### src/rtl/seg_pkg.sv
// Shared constants for the seven-segment scanner: active-low segment font and blank code.
// Latency: n/a (constants only).
// Backpressure: n/a.
package seg_pkg;

  // Active-low segment patterns, bits 6:0 = g,f,e,d,c,b,a
  localparam logic [6:0] SEG_0 = 7'h40;
  localparam logic [6:0] SEG_1 = 7'h79;
  localparam logic [6:0] SEG_2 = 7'h24;
  localparam logic [6:0] SEG_3 = 7'h30;
  localparam logic [6:0] SEG_4 = 7'h19;
  localparam logic [6:0] SEG_5 = 7'h12;
  localparam logic [6:0] SEG_6 = 7'h02;
  localparam logic [6:0] SEG_7 = 7'h78;
  localparam logic [6:0] SEG_8 = 7'h00;
  localparam logic [6:0] SEG_9 = 7'h10;
  localparam logic [6:0] SEG_A = 7'h08;
  localparam logic [6:0] SEG_B = 7'h03;
  localparam logic [6:0] SEG_C = 7'h46;
  localparam logic [6:0] SEG_D = 7'h21;
  localparam logic [6:0] SEG_E = 7'h06;
  localparam logic [6:0] SEG_F = 7'h0E;

  // Lookup table indexed by nibble value
  localparam logic [15:0][6:0] SEG_LUT = {
    SEG_F, SEG_E, SEG_D, SEG_C, SEG_B, SEG_A, SEG_9, SEG_8,
    SEG_7, SEG_6, SEG_5, SEG_4, SEG_3, SEG_2, SEG_1, SEG_0
  };

  // All segments including dp off
  localparam logic [7:0] SEG_BLANK = 8'hFF;

  // Segments 6:0 off, used for suppressed leading zeros
  localparam logic [6:0] SEG_OFF7 = 7'h7F;

endpackage

### src/rtl/seg_decode.sv
// Nibble to active-low seven-segment pattern (hex font, 0-9 and A-F).
// Latency: combinational, 0 cycles.
// Backpressure: none.
module seg_decode
  import seg_pkg::*;
(
  input  logic [3:0] nib_i,
  output logic [6:0] seg_o
);

  assign seg_o = SEG_LUT[nib_i];

endmodule

### src/rtl/seg_scan.sv
// Multiplexed seven-segment scanner: shadow-registered digits, per-slot blanking, active-low outputs.
// Latency: seg/sel registered, 1 cycle after prescaler/index/shadow state; load captured every cycle it is high.
// Backpressure: none; LEADING_ZERO_BLANK_EN suppresses leading-zero digits (k>0) when defined.
module seg_scan
  import seg_pkg::*;
#(
  parameter int DIGITS       = 4,
  parameter int SCAN_DIV     = 50000,
  parameter int BLANK_CYCLES = 16
) (
  input  logic                  clk,
  input  logic                  rst,
  input  logic                  load,
  input  logic [4*DIGITS-1:0]   data_in,
  input  logic [DIGITS-1:0]     dp_in,
  output logic [7:0]            seg,
  output logic [DIGITS-1:0]     sel
);

  localparam int CW = (SCAN_DIV > 1) ? $clog2(SCAN_DIV) : 1;
  localparam int IW = (DIGITS > 1) ? $clog2(DIGITS) : 1;

  logic [CW-1:0]         cnt_q, cnt_d;
  logic [IW-1:0]         idx_q, idx_d;
  logic [4*DIGITS-1:0]   data_q;
  logic [DIGITS-1:0]     dp_q;
  logic [7:0]            seg_q, seg_d;
  logic [DIGITS-1:0]     sel_q, sel_d;

  logic [3:0]            cur_nib;
  logic [6:0]            cur_font;
  logic                  upper_zero;
  logic                  in_blank;

  // Prescaler wraps every SCAN_DIV cycles; the digit index steps on each wrap
  always_comb begin
    cnt_d = cnt_q + CW'(1);
    idx_d = idx_q;
    if (cnt_q == CW'(SCAN_DIV - 1)) begin
      cnt_d = '0;
      idx_d = (idx_q == IW'(DIGITS - 1)) ? '0 : idx_q + IW'(1);
    end
  end

  // Prescaler and digit index state
  always_ff @(posedge clk) begin
    if (rst) begin
      cnt_q <= '0;
      idx_q <= '0;
    end else begin
      cnt_q <= cnt_d;
      idx_q <= idx_d;
    end
  end

  // Shadow registers: the display only ever reads these, never data_in
  always_ff @(posedge clk) begin
    if (rst) begin
      data_q <= '0;
      dp_q   <= '0;
    end else if (load) begin
      data_q <= data_in;
      dp_q   <= dp_in;
    end
  end

  assign cur_nib    = data_q[{idx_q, 2'b00} +: 4];
  assign upper_zero = ((data_q >> {idx_q, 2'b00}) == '0);
  assign in_blank   = (cnt_q < CW'(BLANK_CYCLES));

  seg_decode u_decode (
    .nib_i (cur_nib),
    .seg_o (cur_font)
  );

  // Next output pattern from the current prescaler, index and shadow state
  always_comb begin
    seg_d = SEG_BLANK;
    sel_d = '1;
    if (!in_blank) begin
      sel_d = ~(DIGITS'(1) << idx_q);
`ifdef LEADING_ZERO_BLANK_EN
      // Digit 0 always shows, so a value of zero still displays "0"
      if ((idx_q != '0) && upper_zero) begin
        seg_d = {~dp_q[idx_q], SEG_OFF7};
      end else begin
        seg_d = {~dp_q[idx_q], cur_font};
      end
`else
      seg_d = {~dp_q[idx_q], cur_font};
`endif
    end
  end

`ifndef LEADING_ZERO_BLANK_EN
  // Leading-zero detection only feeds the optional suppression path
  logic unused_upper_zero;
  assign unused_upper_zero = upper_zero;
`endif

  // Registered outputs, forced blank while in reset
  always_ff @(posedge clk) begin
    if (rst) begin
      seg_q <= SEG_BLANK;
      sel_q <= '1;
    end else begin
      seg_q <= seg_d;
      sel_q <= sel_d;
    end
  end

  assign seg = seg_q;
  assign sel = sel_q;

endmodule

### config.mk
export PLATFORM = sky130hd
export DESIGN_NAME = seg_scan
export DESIGN_NICKNAME = d
export VERILOG_FILES = /design/src/rtl/seg_pkg.sv /design/src/rtl/seg_decode.sv /design/src/rtl/seg_scan.sv
export SDC_FILE = /design/constraint.sdc
export NUM_CORES = 1
export LEC_CHECK = 0
export CAP_MARGIN = 30
export CORE_UTILIZATION = 49
export CTS_BUF_LIST = sky130_fd_sc_hd__clkbuf_16
export DETAILED_ROUTE_END_ITERATION = 8
export PLACE_DENSITY = 0.74
export SLEW_MARGIN = 20
export SYNTH_ARGS = -nofsm -noshare
export SYNTH_HDL_FRONTEND = slang
export SYNTH_SLANG_ARGS = --single-unit
### constraint.sdc
create_clock -name clk -period 5 [get_ports clk]
set_input_delay 1.5 -clock clk [delete_from_list [all_inputs] [get_ports clk]]
set_output_delay 1.5 -clock clk [all_outputs]
set_load 0.01 [all_outputs]
-- After elaboration in Yosys (flattened, before gate mapping)
Memory sizes are Yosys's and may differ from the RTL's. A register that Yosys moved wholly into a read port is not among the register bits.
Index checks and enable logic that the tools add are counted.
- div/mod/pow operators: 0
- shift-type cells: 2
- $mul: 0
- order comparisons: 3
- reduce and logical (&&, ||, !) cells: 2
- mux-type cells: 4
- add/sub/neg operators: 2
- bitwise logic cells: 2
- eq/ne operators: 2
- operators with widths (kind ; count):
    $add A16 B1 Y16 const B ; 1
    $eq A16 B16 Y1 const B ; 1
    $lt A16 B5 Y1 const B ; 1
    $shiftx A16 B5 Y4 ; 1
    $mux W7 ; 1
    $lt A4 B5 Y1 const B ; 1
    $not A4 Y4 ; 1
    $reduce_or A2 Y1 ; 2
    $shl A1 B2 Y4 const A ; 1
    $lt A2 B3 Y1 const B ; 1
    $add A2 B1 Y2 const B ; 1
    $bmux W1 S2 ; 1
    $eq A2 B2 Y1 const B ; 1
    $mux W2 ; 1
    $mux W1 ; 1
    $not A1 Y1 ; 1
- input bits: 23
- bits in read-only memories: 112
- bits in writable memories: 0
- output and inout bits: 12
- latch bits: 0
- memories kept: 1
- register bits: 50
- logic and storage cells: 24
- memories (memory ; words ; bits a word ; rd ports ; clocked after memory_dff ; wr ports ; line ; text):
    (name not given) ; 16 ; 7 ; 1 ; 1 ; 0 ; seg_decode.sv:11 ; assign seg_o = SEG_LUT[nib_i];

-- Longest topological paths before layout
Gate-level depths: netlist of run 1.
- depth in word-level cells: 3
- depth in mapped cells: 8
- gate-level depth less buffers: 7

-- By module
Synthesis of run 1 repeated with hierarchy kept, for this count alone.
- cell total of the unflattened synthesis: 228
- area, all modules: 2283.4 sq um
- modules (own cells, without submodules) (module ; times used ; cells an instance ; area each (sq um)):
    seg_scan ; 1 ; 196 ; 2008.2
    seg_decode ; 1 ; 32 ; 275.3

-- Worst setup path after synthesis of run 1
No wires, ideal clock.
- kind: input-to-reg
- start point: input port rst
- end point: register seg_q[4], in the netlist seg[4]
- arrival time: 2265 ps
- setup slack: 2591 ps
- stages on the path: 4
- cell sequence: clkbuf_1 a31oi_1 clkbuf_1 o221ai_1
- longest elaborated chain between the ends: 1
- ends and longest elaborated chain (element ; line ; text):
    from (decl) ; seg_scan.sv:12 ; input logic rst,
    $reduce_or A2 Y1 (no source line) ; n/a ;
    to (decl) ; seg_scan.sv:27 ; logic [7:0] seg_q, seg_d;
No other way between the ends.
A chain may end at the register's enable or synchronous reset.

==> results.json, run 1 <==
{
  "clockPowerShare_pct": 46.6,
  "grt_pass1_vias": 1594,
  "core_area_sq_um": 4410,
  "setup_viol": 0,
  "cts_buffers": 5,
  "maxCapViolations": 0,
  "finalHoldViolCount": 0,
  "hold_class": "flop to flop",
  "core.rowCount": 24,
  "rsz0062_at_grt": "false",
  "synthTopCellsByArea": "dfxtp_1, mux2i_1, nor2_1",
  "place_inst": 314,
  "ant_nets": 0,
  "cp_slowest_cell": "clkdlybuf4s50_1",
  "endpoint_kind": "flop",
  "critPathLaunch": "load",
  "syn_to_final_growth_pct": 25.4,
  "drtIter0Drc": 107,
  "critPathKind": "primary input to flop",
  "syn_avg_cell_area_sq_um": 9.59,
  "required_ps": 5170,
  "drt-pass1-iter-count": 4,
  "ys_types": 31,
  "cts_root_buf": "clkbuf_16",
  "fin_cells": 323,
  "clock_path_buffers": 2,
  "switching_share_pct": 19.9,
  "pwr_density_cell_nw_per_um2": 323,
  "slowest_delay_ps": 960,
  "start_kind": "primary input",
  "drive_above_1_share_pct": 7.75,
  "path_cells": "clkdlybuf4s50_1 -> buf_6 -> mux2i_1 -> nor2_1",
  "r2r_start": "idx_q[0]",
  "clock_latency_ps": 290,
  "layout_setup_ws_ps": 2200,
  "outcome": "finished, final reports clean",
  "synth_area_sq_um": 2270,
  "design.die.area_sq_um": 4910,
  "intPower_w": 0.000738,
  "grt_use_total_pct": 19.2,
  "io_pins": 35,
  "crit_arrival_ps": 2970,
  "synth_cells": 237,
  "min_from": "cnt_q[0]",
  "clkTransAtPathRegs_ps": 70,
  "die_h_um": 70.1,
  "netSwitchingPower_w": 0.000183,
  "antenna_found_initial": 0,
  "ys_seq_area_share_pct": 44.1,
  "dp_hpwl_um": 2860,
  "post_cts_buffers": 0,
  "netlist.area_leader.share_pct": 44.1,
  "fmax_ghz": 0.357,
  "synth.net_count": 271,
  "grt_max_degree": 26,
  "synth_top_area_cell": "dfxtp_1",
  "cts_hold_buffers": 0,
  "start_util_pct": 51.5,
  "overflow": 0,
  "cts_tree": "done",
  "preCtsSetupSlack_ps": 1650,
  "cp_top_family": "buffers and inverters",
  "numClockSinks": 50,
  "port_buffers": 34,
  "tns_ps": 0,
  "fin_crit_sh_pct": 56.0,
  "drt-wirelength-per-cell_um": 13.1,
  "viasPerCell": 5.30,
  "finalCriticalPeriod_ps": 2800,
  "drc": 0,
  "insertedDiodeCount": 0,
  "gp_congestion": 0.828,
  "slew_viol_final": 0,
  "combPwrFrac_pct": 7.9,
  "ys_warn_count": 0,
  "final_core_util_pct": 64.6,
  "seq_power_share_pct": 45.5,
  "totalWireLength_um": 4230,
  "worstPathMaxFanout": 13,
  "relSlewSlack_pct": 42.8,
  "crit_buf_inv": 2,
  "synth-seq-cells": 50,
  "irDropWorstVdd_mv": 0.193,
  "tightest_slew_ps": 858,
  "die_w_um": 70.1,
  "grt_first_pass_wirelength_um": 7440,
  "fin_skew_ps": 8.37,
  "layout.nets": 304,
  "p_leak_nw": 1.14,
  "vias": 1711,
  "htree_levels": 2,
  "cts_resized": 0
}
-- worst paths after layout --
path / endpoint / slack [ps] / depth (start not counted)
max: data_q[0] / 2200 / 4
min: cnt_q[0] / 460 / 1
max reg2reg: seg[0] / 2460 / 7
min reg2reg: cnt_q[0] / 460 / 1
-- cells by family (layout without fill, tap and decap cells) --
| kind of cell | after synthesis | count (layout) | synth area share (%) |
|---|---|---|---|
| AND/OR/NAND/NOR | 92 | 92 | 19.0 |
| AO/OA/AOI/OAI | 17 | 17 | 5.12 |
| adder cells (fa/ha/maj) | 11 | 11 | 6.06 |
| multiplexers | 31 | 31 | 15.9 |
| buffers and inverters | 19 | 53 | 3.30 |
| XOR/XNOR | 17 | 17 | 6.55 |
| flip-flops | 50 | 50 | 44.1 |
-- Yosys cell counts, drive strengths merged --
cell    instances
mux4            4
a31oi           1
inv             8
nand2b          2
nor2           44
nand3           5
or3             3
o21ai           2
nand2          21
nor4b           4
a22oi           1
and3            2
nor3            6
dfxtp          50
a21oi           4
buf             3
a21o            2
mux2            1
clkbuf          8
xor2            7
xnor2          10
o211ai          3
nand4           3
o221ai          4
mux2i          26
ha             11
or4             1
nor4            1
-- routing by layer --
layer / up-vias / track usage [%] / part of all wire (%)
met4: 0 / 6.89 / 1.2
met1: 784 / 27.1 / 49
li1: 874 / - / -
met5: - / 0 / 0
met2: 49 / 28.5 / 46
met3: 4 / 4.76 / 3.9
-- power by group through the flow --
stage	sequential [W]	clock (W)	combinational, W
global placement	0.000427	0	0.0000716
finish	0.000419	0.000429	0.0000732
global route	0.000420	0.000460	0.0000830
detailed placement	0.000428	0	0.0000729
floorplan	0.000425	0	0.0000479
CTS	0.000419	0.000438	0.0000735
-- cell usage in the layout (no fill, tap or decap), drive strengths merged --
cell type      instances
a21o                   2
a21oi                  4
a22oi                  1
a31oi                  1
and3                   2
buf                    3
bufinv                 2
clkbuf                 5
clkdlybuf4s50         34
clkinv                 1
dfxtp                 50
ha                    11
inv                    8
mux2                   1
mux2i                 26
mux4                   4
nand2                 21
nand2b                 2
nand3                  5
nand4                  3
nor2                  44
nor3                   6
nor4                   1
nor4b                  4
o211ai                 3
o21ai                  2
o221ai                 4
or3                    3
or4                    1
xnor2                 10
xor2                   7
-- registers in the layout, summed over array words and instances, names as in the netlist --
name	count
cnt_q	16
data_q	16
seg	8
dp_q	4
sel	4
idx_q	2
-- per-stage QoR --
step | hold slack (ps) | area [sq um] | power (W)
global placement | 430 | 2640 | 0.000499
detailed placement | 448 | 2650 | 0.000501
floorplan | 418 | 2270 | 0.000473
finish | 457 | 2850 | 0.000921
global route | 495 | 2850 | 0.000963
CTS | 461 | 2850 | 0.000930
-- cell type report --
type / instances / area (sq um)
fill: 352 / 1560
multi-input combinational: 168 / 1200
sequential: 50 / 1000
timing repair buffer: 37 / 364
clock buffer: 5 / 125
clock inverter: 3 / 68.8
tap: 52 / 65.1
inverter: 8 / 30.0
Power figures use the tool's default switching activity.
==> run 2: changes to the inputs <==
- clock period: 5 -> 2.7 ns (I/O delays scaled with it)
==> run 2 against run 1 <==
Clock-buffer cell count unchanged. Die area did not move. Flip-flop and latch count stayed put. Power grew 62%. Critical path depth grew 3. Via count shrank 0.64%. Critical path type is now flop to flop.
==> results.json, run 2 (synthesis gave the netlist of run 1 again) <==
{
  "finalHoldViolCount": 0,
  "route.met2.wl_um": 1890,
  "cts_resized": 0,
  "p_leak_nw": 1.13,
  "seqCellArea_sq_um": 1000,
  "viasPerCell": 5.25,
  "outcome": "finished, final reports clean",
  "netSwitchingPower_w": 0.000323,
  "numClockSinks": 50,
  "grt_use_total_pct": 19.8,
  "seq_power_share_pct": 52.2,
  "ant_nets": 0,
  "relSlewSlack_pct": 61.1,
  "clock_latency_ps": 280,
  "die_h_um": 70.1,
  "clock_path_buffers": 2,
  "die_w_um": 70.1,
  "combPwrFrac_pct": 9.2,
  "port_buffers": 34,
  "highest_layer": "met4",
  "slew_viol_final": 0,
  "cts_root_buf": "clkbuf_16",
  "post_cts_buffers": 0,
  "finalCriticalPeriod_ps": 2020,
  "start_kind": "flop",
  "core.rowCount": 24,
  "layout_common_cells": "dfxtp_1, nor2_1, clkdlybuf4s50_1, mux2i_1, nand2_1",
  "pwr_density_cell_nw_per_um2": 532,
  "grt_max_degree": 21,
  "dp_hpwl_um": 3150,
  "cts_buffers": 5,
  "switching_share_pct": 21.7,
  "io_pins": 35,
  "drt-pass1-iter-count": 4,
  "gp_congestion": 0.838,
  "multiInputGateArea_sq_um": 1200,
  "clockPowerShare_pct": 38.6,
  "worstPathMaxFanout": 11,
  "power_w": 0.00149,
  "design.die.area_sq_um": 4910,
  "irDropWorstVdd_mv": 0.355,
  "hold_class": "flop to flop",
  "clkTransAtPathRegs_ps": 60,
  "rsz0062_at_grt": "false",
  "critPathKind": "flop to flop",
  "cts_hold_buffers": 0,
  "vias": 1700,
  "insertedDiodeCount": 0,
  "required_ps": 2870,
  "met1_length_um": 2180,
  "fill_cells": 369,
  "antenna_found_initial": 0,
  "grt_first_pass_wirelength_um": 7650,
  "syn_to_final_growth_pct": 23.3,
  "cts_tree": "done",
  "totalWireLength_um": 4320,
  "tightest_slew_ps": 584,
  "htree_levels": 2,
  "overflow": 0,
  "drive_above_1_share_pct": 7.35,
  "drt-wirelength-per-cell_um": 13.3,
  "final_common_cell": "dfxtp_1",
  "intPower_w": 0.00117,
  "drtIter0Drc": 186,
  "met3_wirelength_um": 195,
  "endpoint_kind": "flop",
  "core_area_sq_um": 4410,
  "reg2reg_depth": 7,
  "grt_pass1_vias": 1626,
  "layout.nets": 306,
  "start_util_pct": 51.5,
  "tns_ps": 0,
  "fin_crit_sh_pct": 74.7,
  "setup_viol": 0,
  "crit_arrival_ps": 2190,
  "fin_skew_ps": 4.26,
  "drc": 0,
  "maxCapViolations": 0,
  "fmax_ghz": 0.496,
  "holdPathStages": 1
}
-- run 2: cell types whose count changed in the layout (fill, tap and decap cells not counted), sizes merged --
cell and change:
inv +2, buf +2, clkinv -1, bufinv -2
-- run 2: layout make-up --
cell class	instances	area share, %
clock buffers	5	4.46
clock inverters	2	0.268
inverters	8	1.07
multi-input cells	168	42.7
flip-flops and latches	50	35.7
well taps	52	2.32
repair buffers	39	13.5
-- run 2: worst max-delay path: stages, from the launching register on --
cell and delay [ps]:
dfxtp_1 540, mux4_2 350, inv_1 100, ha_1 260
nor4b_1 300, nor3_1 80, a22oi_1 190, o21ai_1 70
-- run 2: final timing paths --
path / start / slack (ps) / to
worst min register to register: cnt_q[0] / 440 / cnt_q[0]
worst max-delay path: idx_q[1] / 680 / seg[0]
worst min-delay path: cnt_q[0] / 440 / cnt_q[0]
worst max register to register: idx_q[1] / 680 / seg[0]
-- run 2: routing by layer --
metal  up-vias  global-route usage, %
li1        875                      -
met1       774                   27.7
met2        45                   29.4
met3         6                   4.91
met4         0                   8.00
met5         -                      0
-- run 2: power by group through the flow --
stage          combinational, W  clock [W]  sequential (W)
2_1_floorplan         0.0000888          0        0.000787
3_3_place_gp           0.000134          0        0.000794
3_5_place_dp           0.000137          0        0.000793
4_1_cts                0.000138   0.000588        0.000777
5_1_grt                0.000153   0.000621        0.000779
6_report               0.000138   0.000575        0.000778
-- run 2: stage by stage --
stage	worst slack (ps)	instance area, sq um	util [%]	std cells	hold slack, ps
4_1_cts	693	2800	63.5	324	445
5_1_grt	518	2800	63.5	324	465
6_report	684	2800	63.5	324	442
3_3_place_gp	574	2670	60.5	317	433
3_5_place_dp	551	2670	60.5	317	436
2_1_floorplan	622	2270	-	237	418
==> run 3: changes to the inputs <==
- clock period: 2.7 -> 1.96 ns (I/O delays scaled with it)
==> run 3 against run 2 <==
Sequential power grew 38%. Final cell count grew 1.9%. Cell area grew 2.9%. Clock skew grew 1.9 ps. Critical path type unchanged. Sequential share of layout area shrank 0.88 points. Register-to-register slack lost 590 ps. Worst setup slack lost 590 ps. Non-clock buffer count grew 5. Clock power grew 48%. First-iteration DRC count shrank 1.1%. Die area is the same. Highest routed layer unchanged.
==> results.json, run 3 (synthesis gave the netlist of run 1 again) <==
{
  "clock_latency_ps": 290,
  "r2r_start": "idx_q[0]",
  "setup_viol": 0,
  "drt-wirelength-per-cell_um": 13.4,
  "finalCriticalPeriod_ps": 1870,
  "placed_area_sq_um": 2710,
  "port_buffers": 34,
  "r2r_end": "seg[0]",
  "worstPathMaxFanout": 6,
  "overflow": 0,
  "power_w": 0.00212,
  "final_common_cell": "dfxtp_1",
  "layout.nets": 311,
  "tightest_slew_ps": 494,
  "die_h_um": 70.1,
  "irDropWorstVdd_mv": 0.455,
  "cts_buffers": 5,
  "holdPathStages": 1,
  "start_kind": "flop",
  "insertedDiodeCount": 0,
  "htree_levels": 2,
  "crit_arrival_ps": 2050,
  "syn_to_final_growth_pct": 26.9,
  "antenna_found_initial": 0,
  "pwr_density_cell_nw_per_um2": 737,
  "gp_congestion": 0.891,
  "cts_tree": "done",
  "endpoint_kind": "flop",
  "slowest_delay_ps": 570,
  "reg2reg_depth": 6,
  "hold_class": "flop to flop",
  "cts_hold_buffers": 0,
  "cp_top_family": "multiplexers",
  "drc": 0,
  "clock_path_buffers": 2,
  "fin_crit_sh_pct": 95.4,
  "core_area_sq_um": 4410,
  "drt-pass1-iter-count": 4,
  "design_area_sq_um": 2880,
  "slew_viol_final": 0,
  "min_to": "cnt_q[0]",
  "fmax_ghz": 0.535,
  "rrSetupSlack_ps": 90,
  "core.rowCount": 24,
  "clkTransAtPathRegs_ps": 70,
  "p_leak_nw": 1.15,
  "drtIter0Drc": 184,
  "drive_above_1_share_pct": 11.5,
  "finalHoldViolCount": 0,
  "dp_hpwl_um": 3120,
  "path_cells": "mux4_2 -> buf_4 -> ha_2 -> a21o_1 -> a22oi_1 -> o21ai_1",
  "cp_slowest_cell": "mux4_2",
  "die_w_um": 70.1,
  "grt_max_degree": 21,
  "io_pins": 35,
  "vias": 1742,
  "fin_skew_ps": 6.21,
  "relSlewSlack_pct": 66.8,
  "critPathKind": "flop to flop",
  "design.die.area_sq_um": 4910,
  "grt_first_pass_wirelength_um": 7540,
  "maxCapViolations": 0,
  "numClockSinks": 50,
  "outcome": "finished, final reports clean",
  "grt_pass1_vias": 1625,
  "totalWireLength_um": 4440,
  "grt_use_total_pct": 19.6,
  "layout_common_cells": "dfxtp_1, nor2_1, clkdlybuf4s50_1, mux2i_1, nand2_1",
  "final_core_util_pct": 65.3,
  "min_from": "cnt_q[0]",
  "start_util_pct": 51.5,
  "cts_root_buf": "clkbuf_16",
  "viasPerCell": 5.28,
  "crit_buf_inv": 1,
  "required_ps": 2140,
  "fin_hold_ws_ps": 450,
  "ant_nets": 0
}
-- run 3: through the flow --
step / cells / setup TNS (ps) / setup WS [ps]
after floorplan: 237 / 0 / 19.8
after global placement: 320 / 0 / 118
after detailed placement: 320 / 0 / 62.1
after CTS: 328 / 0 / 10.9
after global routing: 330 / -0.0571 / -0.0571
final: 330 / 0 / 90.5
-- run 3: how the worst max path moves through the flow --
stage / from / endpoint / slack, ps / cells past startpoint
final: idx_q[0] / seg[0] / 90 / 6
after global routing: idx_q[0] / seg[0] / -0.06 / 6
after CTS: idx_q[0] / seg[0] / 10 / 7
after detailed placement: idx_q[0] / seg[0] / 60 / 7
after global placement: idx_q[0] / seg[0] / 120 / 7
after floorplan: idx_q[0] / seg[0] / 20 / 8
-- run 3: layer usage --
layer,track usage (%),wire (um)
met1,27.3,2270
met2,29.3,1930
met3,3.75,149
met4,9.56,88
met5,0,0
-- run 3: what timing repair did --
| action | in CTS | in global routing |
|---|---|---|
| gates resized for setup | 0 | 6 |
| buffers inserted | 0 | 2 |
| endpoints found under the setup margin | 0 | 3 |
-- run 3: area by class of cell --
cell class / count / area (sq um)
clock buffers: 5 / 125
clock inverters: 3 / 20.0
fillers: 378 / 1530
inverters: 8 / 30.0
multi-input cells: 168 / 1210
flip-flops and latches: 50 / 1000
well taps: 52 / 65.1
repair buffers: 44 / 428
-- run 3: power breakdown --
part	internal, W	switching (W)	total (W)
sequential	0.00104	0.0000246	0.00107
combinational	0.000116	0.0000888	0.000204
clock	0.000473	0.000378	0.000851
total	0.00163	0.000492	0.00212
